<file path="config.mk">
export PLATFORM = sky130hd
export DESIGN_NAME = soc_timer
export DESIGN_NICKNAME = d
export VERILOG_FILES = /design/src/rtl/soc_timer.sv
export SDC_FILE = /design/constraint.sdc
export NUM_CORES = 1
export LEC_CHECK = 0
export CORE_MARGIN = 2
export CORE_UTILIZATION = 45
export DETAILED_ROUTE_END_ITERATION = 10
export PLACE_DENSITY = 0.73
export SLEW_MARGIN = 20
export SYNTH_ARGS = -nofsm -noshare
export SYNTH_HDL_FRONTEND = slang
export SYNTH_SLANG_ARGS = --single-unit
</file>
<file path="constraint.sdc">
create_clock -name i_clk -period 2.42 [get_ports i_clk]
set_input_delay 0.726 -clock i_clk [delete_from_list [all_inputs] [get_ports i_clk]]
set_output_delay 0.726 -clock i_clk [all_outputs]
set_load 0.1 [all_outputs]
</file>
<file path="src/rtl/soc_timer.sv">
// 64-bit free-running timer with prescaler, compare interrupt and a 32-bit register port.
// Reads and writes take effect on the strobe edge; ack and read data follow one cycle later; never busy.
module soc_timer #(
    parameter int p_prescale_width = 16
) (
    input  logic        i_clk,
    input  logic        i_rst_n,
    input  logic [31:0] i_addr,
    input  logic [3:0]  i_be,
    input  logic        i_wr_en,
    input  logic [31:0] i_wr_data,
    input  logic        i_rd_en,
    output logic [31:0] o_rd_data,
    output logic        o_busy,
    output logic        o_ack,
    output logic        o_irq
);

    localparam logic [2:0] A_CTRL    = 3'd0;
    localparam logic [2:0] A_PRE     = 3'd1;
    localparam logic [2:0] A_CNT_LO  = 3'd2;
    localparam logic [2:0] A_CNT_HI  = 3'd3;
    localparam logic [2:0] A_CMP_LO  = 3'd4;
    localparam logic [2:0] A_CMP_HI  = 3'd5;
    localparam logic [2:0] A_STATUS  = 3'd6;

    logic                        ctrl_en;
    logic                        ctrl_irq_en;
    logic [p_prescale_width-1:0] prescale;
    logic [p_prescale_width-1:0] prescale_wr;
    logic [p_prescale_width-1:0] pre_cnt;
    logic [63:0]                 count;
    logic [63:0]                 cmp;
    logic [31:0]                 shadow_hi;
    logic                        irq_pending;
    logic [31:0]                 rd_mux;
    logic [2:0]                  reg_idx;
    logic                        tick;
    logic                        irq_set;
    logic                        irq_clr;

    logic wr_ctrl, wr_pre, wr_cnt_lo, wr_cnt_hi, wr_cmp_lo, wr_cmp_hi, wr_status;
    logic rd_cnt_lo;

    // Only the word index is decoded; the remaining offset bits are ignored.
    logic unused_addr;
    assign unused_addr = &{1'b0, i_addr[31:5], i_addr[1:0]};

    function automatic logic [31:0] merge_be(input logic [31:0] old_val,
                                             input logic [31:0] new_val,
                                             input logic [3:0]  be);
        logic [31:0] res;
        res = old_val;
        for (int b = 0; b < 4; b++) begin
            if (be[b]) begin
                res[8*b +: 8] = new_val[8*b +: 8];
            end
        end
        return res;
    endfunction

    assign reg_idx   = i_addr[4:2];
    assign wr_ctrl   = i_wr_en && (reg_idx == A_CTRL);
    assign wr_pre    = i_wr_en && (reg_idx == A_PRE);
    assign wr_cnt_lo = i_wr_en && (reg_idx == A_CNT_LO);
    assign wr_cnt_hi = i_wr_en && (reg_idx == A_CNT_HI);
    assign wr_cmp_lo = i_wr_en && (reg_idx == A_CMP_LO);
    assign wr_cmp_hi = i_wr_en && (reg_idx == A_CMP_HI);
    assign wr_status = i_wr_en && (reg_idx == A_STATUS);
    assign rd_cnt_lo = i_rd_en && (reg_idx == A_CNT_LO);

    // PRESCALE may be narrower than a word, so lanes are merged bit by bit.
    always_comb begin
        prescale_wr = prescale;
        for (int i = 0; i < p_prescale_width; i++) begin
            if (i_be[i/8]) begin
                prescale_wr[i] = i_wr_data[i];
            end
        end
    end

    assign tick    = ctrl_en && (pre_cnt == prescale);
    assign irq_set = ctrl_en && (count >= cmp);
    assign irq_clr = wr_status && i_be[0] && i_wr_data[0];

    always_ff @(posedge i_clk or negedge i_rst_n) begin
        if (!i_rst_n) begin
            ctrl_en     <= 1'b0;
            ctrl_irq_en <= 1'b0;
        end else if (wr_ctrl && i_be[0]) begin
            ctrl_en     <= i_wr_data[0];
            ctrl_irq_en <= i_wr_data[1];
        end
    end

    always_ff @(posedge i_clk or negedge i_rst_n) begin
        if (!i_rst_n) begin
            prescale <= '0;
        end else if (wr_pre) begin
            prescale <= prescale_wr;
        end
    end

    always_ff @(posedge i_clk or negedge i_rst_n) begin
        if (!i_rst_n) begin
            pre_cnt <= '0;
        end else if (wr_pre || !ctrl_en || tick) begin
            pre_cnt <= '0;
        end else begin
            pre_cnt <= pre_cnt + 1'b1;
        end
    end

    // A software write to either half suppresses that edge's increment entirely.
    always_ff @(posedge i_clk or negedge i_rst_n) begin
        if (!i_rst_n) begin
            count <= '0;
        end else if (wr_cnt_lo) begin
            count[31:0] <= merge_be(count[31:0], i_wr_data, i_be);
        end else if (wr_cnt_hi) begin
            count[63:32] <= merge_be(count[63:32], i_wr_data, i_be);
        end else if (tick) begin
            count <= count + 64'd1;
        end
    end

    always_ff @(posedge i_clk or negedge i_rst_n) begin
        if (!i_rst_n) begin
            cmp <= '1;
        end else if (wr_cmp_lo) begin
            cmp[31:0] <= merge_be(cmp[31:0], i_wr_data, i_be);
        end else if (wr_cmp_hi) begin
            cmp[63:32] <= merge_be(cmp[63:32], i_wr_data, i_be);
        end
    end

    always_ff @(posedge i_clk or negedge i_rst_n) begin
        if (!i_rst_n) begin
            irq_pending <= 1'b0;
        end else if (irq_set) begin
            irq_pending <= 1'b1;
        end else if (irq_clr) begin
            irq_pending <= 1'b0;
        end
    end

    // Upper word is captured with the low read so LO-then-HI is coherent.
    always_ff @(posedge i_clk or negedge i_rst_n) begin
        if (!i_rst_n) begin
            shadow_hi <= '0;
        end else if (rd_cnt_lo) begin
            shadow_hi <= count[63:32];
        end
    end

    always_comb begin
        rd_mux = 32'd0;
        case (reg_idx)
            A_CTRL:   rd_mux = {30'd0, ctrl_irq_en, ctrl_en};
            A_PRE:    rd_mux = 32'(prescale);
            A_CNT_LO: rd_mux = count[31:0];
            A_CNT_HI: rd_mux = shadow_hi;
            A_CMP_LO: rd_mux = cmp[31:0];
            A_CMP_HI: rd_mux = cmp[63:32];
            A_STATUS: rd_mux = {31'd0, irq_pending};
            default:  rd_mux = 32'd0;
        endcase
    end

    always_ff @(posedge i_clk or negedge i_rst_n) begin
        if (!i_rst_n) begin
            o_rd_data <= '0;
            o_ack     <= 1'b0;
        end else begin
            o_ack <= i_wr_en || i_rd_en;
            if (i_rd_en) begin
                o_rd_data <= rd_mux;
            end
        end
    end

    assign o_busy = 1'b0;
    assign o_irq  = irq_pending && ctrl_irq_en;

endmodule

</file>
After elaboration in Yosys (flattened, before gate mapping)
Cells that the tools add are included.
{"block": "totals", "regBits": 228}
{"block": "op_classes", "n_reduce_logical": 40, "n_mux": 12, "add_sub_neg": 2, "n_lt_le_gt_ge": 1, "n_bitwise": 2, "n_eq_ne": 16}
{"op": "$pmux 32 s7", "count": 1}
{"op": "$mux 32", "count": 3}
{"op": "$add 64x1->64 const B", "count": 1}
{"op": "$ge 64x64->1", "count": 1}
{"op": "$mux 64", "count": 1}
{"op": "$reduce_and 3->1", "count": 12}
{"op": "$mux 8", "count": 4}
{"op": "$ne 2x2->1 const B", "count": 9}
{"op": "$add 16x1->16 const B", "count": 1}
{"op": "$eq 16x16->1", "count": 1}
{"op": "$mux 16", "count": 1}
{"op": "$logic_and 1x1->1", "count": 14}
{"op": "$reduce_and 2->1", "count": 6}
{"op": "$eq 3x3->1 const B", "count": 3}
{"op": "$eq 3x2->1 const B", "count": 2}
{"op": "$reduce_bool 2->1", "count": 3}
{"op": "$eq 3x1->1 const B", "count": 1}
{"op": "$logic_not 3->1", "count": 1}
{"op": "$logic_or 1x1->1", "count": 3}
{"op": "$mux 1", "count": 2}
{"op": "$not 1->1", "count": 2}
{"op": "$logic_not 1->1", "count": 1}

Logic depth before layout (Yosys ltp)
{"block": "depth", "word_depth": 6, "ltp_mapped": 10, "depth_no_buf": 8}

Worst setup path before layout
No wires, ideal clock.
{"block": "synth_path", "path_type": "input port to flip-flop", "startpoint": "in i_addr[4]", "endpoint": "reg o_rd_data[30]", "arrival_ns": 2.299, "setup_time_ns": 0.141, "required_time_ns": 2.279, "path_slack_ns": -0.020, "path_stages": 7, "path_cell_list": "buf_2 -> clkbuf_1 -> buf_1 -> nor2_1 -> a22o_1 -> a221oi_1 -> o22ai_1"}
{"block": "synth_between", "elab_chain_cells": 2, "word_cells_on_any_way": 8, "classes_between": "eq/ne: 6; mux: 1; reduce/logical: 1"}
{"element": "start, declared", "line_no": "8", "source": "input logic [31:0] i_addr,"}
{"element": "$eq 3x3->1, or another cell as far along", "line_no": "158", "source": "case (reg_idx)"}
{"element": "$pmux 32 s7 (*)", "line_no": "158"}
{"element": "end signal, assigned", "line_no": "177", "source": "o_rd_data <= rd_mux;"}
{"element": "end, declared", "line_no": "13", "source": "output logic [31:0] o_rd_data,"}
Mark *: on every way between the ends. The rest lies on a longest branch, timed or not.
A chain may end at the register's enable or synchronous reset.

Worst setup path after layout
{"block": "layout_path", "startpoint": "reg cmp[14]", "endpoint": "reg irq_pending"}
{"block": "layout_between", "elab_chain_cells": 3, "word_cells_on_any_way": 4, "classes_between": "order compare: 1; mux: 1; reduce/logical: 2"}
{"element": "start, declared", "line_no": "33", "source": "logic [63:0] cmp;"}
{"element": "start signal, assigned", "line_no": "131", "source": "cmp[31:0] <= merge_be(cmp[31:0], i_wr_data, i_be);"}
{"element": "$ge 64x64->1 (*)", "line_no": "83", "source": "assign irq_set = ctrl_en && (count >= cmp);"}
{"element": "$logic_and 1x1->1 (*)", "line_no": "83"}
{"element": "$mux 1 or $reduce_bool 2->1 (tied branches)"}
{"element": "end signal, assigned", "line_no": "139", "source": "irq_pending <= 1'b0;"}
{"element": "end signal, assigned", "line_no": "141", "source": "irq_pending <= 1'b1;"}
{"element": "end signal, assigned", "line_no": "143", "source": "irq_pending <= 1'b0;"}
{"element": "end, declared", "line_no": "35", "source": "logic irq_pending;"}
Marked as above.

==> tab_implementation.tex <==
\begin{tabular}{lr}
\hline
Metric & Value \\
\hline
\multicolumn{2}{l}{\textbf{Detailed routing}} \\
\quad Final ANT Viol Nets & 0 \\
\quad DRC violation total after the first TritonRoute iteration & 1172 \\
\quad Via count & 12576 \\
\quad Routed vias/inst & 6.08 \\
\quad Average routed wire per standard cell & 21.6 µm \\
\quad Pre-Repair DR Iteration Count & 5 \\
\quad Total Routed Length & 44600 µm \\
\quad \# DRC & 0 \\
\multicolumn{2}{l}{\textbf{Status}} \\
\quad Failing checks & setup timing \\
\quad Outcome & finished, violations left \\
\multicolumn{2}{l}{\textbf{Clocking}} \\
\quad Number of clock buffers inserted by TritonCTS & 27 \\
\quad Clock insertion delay at the later pin of the skew report & 560 ps \\
\quad Worst-case clock buffer depth & 3 \\
\quad CTS tree & yes \\
\quad Number of levels the H-tree was split into & 1 \\
\quad Clock slew seen by the registers of the worst setup and hold paths & 70 ps \\
\quad \# hold bufs at CTS & 0 \\
\quad Number of sinks on the clock net & 228 \\
\quad Clk Tree Root Cell & sky130\_fd\_sc\_hd\_\_clkbuf\_16 \\
\multicolumn{2}{l}{\textbf{Power and ir drop}} \\
\quad Worst-case vdd ir drop & 0.631 mV \\
\quad Ratio of total power to cell area & 741 mW/mm² \\
\quad Overall Power & 12.9 mW \\
\quad Lkg Pwr & 7.73 nW \\
\multicolumn{2}{l}{\textbf{Floorplan}} \\
\quad Width of the die & 178 µm \\
\quad Area of the core region & 0.0297 mm² \\
\quad DIE HEIGHT & 178 µm \\
\quad Boundary pin count & 107 \\
\quad Die Footprint & 0.0317 mm² \\
\quad Row Count & 63 \\
\quad Effective utilization at floorplan & 0.459 \\
\multicolumn{2}{l}{\textbf{Setup path}} \\
\quad Arrival time reported for the critical path endpoint & 3020 ps \\
\quad Category of the worst setup path capture point & flop \\
\quad R2R Setup Slk & -110 ps \\
\quad Required time of the worst setup path & 2910 ps \\
\quad Peak fanout along the critical path & 3 \\
\quad Cell mode on critical path & sky130\_fd\_sc\_hd\_\_or4\_4 \\
\quad Reg2Reg Launch Point & cmp[14]\$\_DFFE\_PN1P\_ \\
\quad Worst Path Class, Setup & flop to flop \\
\quad Largest stage delay on the critical path & 550 ps \\
\quad Worst R2R End & irq\_pending\$\_DFFE\_PN0P\_ \\
\quad Startpoint of the most critical setup path & cmp[14]\$\_DFFE\_PN1P\_ \\
\quad Worst Reg-to-Reg Cells & 8 \\
\quad Library cell contributing the largest single delay on the critical path & sky130\_fd\_sc\_hd\_\_dfstp\_2 \\
\quad Cell-by-cell listing of the critical path & inv\_1 > ha\_1 > nand4\_1 > or4\_4 > or4\_4 > a31oi\_4 > o31ai\_2 > a21oi\_1 \\
\quad CP Launch Type & flop \\
\multicolumn{2}{l}{\textbf{Synthesis}} \\
\quad Seq/Total Area, Yosys & 0.425 \\
\quad Post-synthesis instance area & 0.0136 mm² \\
\quad Distinct cell type count after synthesis & 67 \\
\quad Number of enable-type register cells in the synthesized netlist & 0 \\
\quad Yosys reg bits & 228 \\
\quad Synth area leaders & sky130\_fd\_sc\_hd\_\_dfrtp\_1 (30\%), sky130\_fd\_sc\_hd\_\_dfstp\_2 (12\%), sky130\_fd\_sc\_hd\_\_mux2\_2 (8.4\%), sky130\_fd\_sc\_hd\_\_ha\_1 (6.1\%), sky130\_fd\_sc\_hd\_\_a21oi\_1 (3.9\%) \\
\quad Share of flip-flops with an asynchronous set or reset after synthesis & 1.00 \\
\quad Most used flip-flop cell after synthesis & sky130\_fd\_sc\_hd\_\_dfrtp\_1 \\
\quad Mapped Nets & 1538 \\
\quad Cell type contributing the most total cell area after synthesis & sky130\_fd\_sc\_hd\_\_dfrtp\_1 \\
\quad Syn Inst Count & 1400 \\
\quad Area share of the largest cell type after synthesis & 0.301 \\
\quad Yosys warning total & 0 \\
\quad Synthesized area per cell & 9.73 µm² \\
\quad Most common cell in the netlist & sky130\_fd\_sc\_hd\_\_dfrtp\_1 \\
\quad Leading cell types by count after synthesis & sky130\_fd\_sc\_hd\_\_dfrtp\_1 (164), sky130\_fd\_sc\_hd\_\_a21oi\_1 (105), sky130\_fd\_sc\_hd\_\_mux2\_2 (102), sky130\_fd\_sc\_hd\_\_inv\_1 (96), sky130\_fd\_sc\_hd\_\_nand2\_1 (92) \\
\multicolumn{2}{l}{\textbf{STA}} \\
\quad Worst hold slack & 104 ps \\
\quad Final worst path period share & 1.04 \\
\quad Time the final worst path needs with I/O delays and setup & 2530 ps \\
\quad Setup violators final & 1 \\
\quad Worst rel slew slack & 0.375 \\
\quad Hold violation count in the final report & 0 \\
\quad Clock skew & 30.5 ps \\
\quad Final count of pins violating max slew & 0 \\
\quad Worst Slack Setup Final & -107 ps \\
\quad Slew at the pin closest to its max-slew limit & 934 ps \\
\quad Maximum frequency from static timing analysis & 396 MHz \\
\quad Unrepaired setup endpoints after global routing & true \\
\multicolumn{2}{l}{\textbf{Layout}} \\
\quad Final Net Count & 1794 \\
\quad Number of fill cells & 2469 \\
\quad Footprint of the multi-input gates & 0.00720 mm² \\
\quad Count of inserted antenna diode cells & 0 \\
\quad Fraction of final layout cells sized beyond drive strength 1 & 0.305 \\
\quad Post-synthesis to final-layout area growth & 27.7\% \\
\quad Util after Layout & 0.586 \\
\quad Area used by sequential logic in the layout & 0.00579 mm² \\
\multicolumn{2}{l}{\textbf{Placed design}} \\
\quad Worst setup timing slack at the placement stage & -426 ps \\
\quad DP Wirelength & 33500 µm \\
\quad Routability Congestion & 0.936 \\
\quad Count of input and output buffers & 76 \\
\multicolumn{2}{l}{\textbf{Global routing}} \\
\quad Overall track demand over capacity in global routing & 0.285 \\
\quad Number of global-route vias before repair & 12476 \\
\quad Initial antenna violation count & 0 \\
\quad Global-route wire length before repair & 69700 µm \\
\quad Total overflow reported by the global router & 0 \\
\quad Maximum number of pins on one net before global-route repair & 50 \\
\multicolumn{2}{l}{\textbf{Hold path}} \\
\quad Hold WC Path Type & input port to async pin \\
\multicolumn{2}{l}{\textbf{Job}} \\
\quad Max-capacitance violation count & 0 \\
\hline
\end{tabular}
==> layer usage <==
metal / vias to the layer above / GRT usage / wire length (µm) / part of all wire
met5: - / 0 / 0 / 0
met4: 0 / 0.123 / 1980 / 0.044
met3: 128 / 0.0477 / 3680 / 0.083
met2: 604 / 0.454 / 20500 / 0.46
met1: 6119 / 0.383 / 18400 / 0.41
li1: 5725 / - / - / -
==> logic make-up (layout without fill, tap and decap cells) <==
family          after synthesis  after routing  synth area share
compound gates              394            394             0.194
simple gates                366            366             0.140
flops                       228            228             0.425
buf+inv                     183            460            0.0528
mux                         132            132             0.108
fa+ha+maj                    66             66            0.0606
xor+xnor                     30             30            0.0193
other cells                   1              1          0.000275
==> stage by stage <==
stage | setup TNS [ps] | std cells | cell area, µm²
floorplan | 0 | 1400 | 13600
global placement | -51300 | 2015 | 16400
detailed placement | -57150 | 2015 | 16400
CTS | -107 | 2066 | 17300
global route | -183 | 2067 | 17400
finish | -107 | 2067 | 17400
==> layout make-up <==
| type | instances | share of cell area |
|---|---|---|
| Multi-Input combinational cell | 989 | 0.414 |
| Sequential cell | 228 | 0.333 |
| Timing Repair Buffer | 314 | 0.154 |
| Clock buffer | 41 | 0.0447 |
| Tap cell | 390 | 0.0280 |
| Inverter | 96 | 0.0207 |
| Clock inverter | 9 | 0.00604 |
==> critical path: cells and delay by family, from the launching register on <==
family	cells	cell delay, ps
and+or+nand+nor	3	1190
DFF	1	550
AOI/OAI and AO/OA	3	370
adders and majority gates	1	290
buffers and inverters	1	50
==> flip-flops by register name (all words and copies together), names as in the netlist <==
signal,cells
cmp,64
count,64
ctrl_en,1
ctrl_irq_en,1
irq_pending,1
o_ack,1
o_rd_data,32
pre_cnt,16
prescale,16
shadow_hi,32
==> power breakdown <==
part | leakage, nW | switching [mW] | internal, mW | total (mW)
Combinational | 4.49 | 2.10 | 1.55 | 3.65
Clock | 0.432 | 1.67 | 2.43 | 4.10
Sequential | 2.81 | 0.530 | 4.62 | 5.15
Total | 7.73 | 4.30 | 8.60 | 12.9
==> worst max path at each step <==
stage	to	slack, ps	cells past startpoint
global route	irq_pending$_DFFE_PN0P_	-180	8
global placement	o_rd_data[5]$_DFFE_PN0P_	-390	7
detailed placement	count[26]$_DFFE_PN0P_	-430	9
CTS	irq_pending$_DFFE_PN0P_	-110	8
finish	irq_pending$_DFFE_PN0P_	-110	8
floorplan	count[49]$_DFFE_PN0P_	0.5	9
==> what timing repair did <==
item	in CTS	in global routing
pin swaps	4	6
resized for setup	3	13
buffers inserted	1	1
setup endpoints to repair	5	28
==> cell usage in the layout (no fill, tap or decap), drive strengths merged, types with 6 or more instances in the layout <==
| cell type | n |
|---|---|
| xor2 | 14 |
| nor3 | 19 |
| a211o | 8 |
| buf | 275 |
| a22o | 11 |
| ha | 66 |
| o22a | 18 |
| mux2 | 105 |
| or3 | 7 |
| a31oi | 28 |
| nor2 | 74 |
| inv | 97 |
| a22oi | 20 |
| o21a | 12 |
| xnor2 | 16 |
| dfrtp | 164 |
| a221oi | 22 |
| a21oi | 105 |
| nor4 | 14 |
| and2 | 13 |
| o22ai | 30 |
| a2bb2oi | 39 |
| o221ai | 10 |
| nor2b | 9 |
| and4 | 8 |
| nand3 | 54 |
| clkbuf | 41 |
| and3 | 25 |
| clkdlybuf4s50 | 39 |
| mux2i | 26 |
| nand4 | 34 |
| dfstp | 64 |
| or4 | 6 |
| nand2 | 92 |
| o21ai | 58 |
Note: power is estimated with default switching activity, not from simulation.
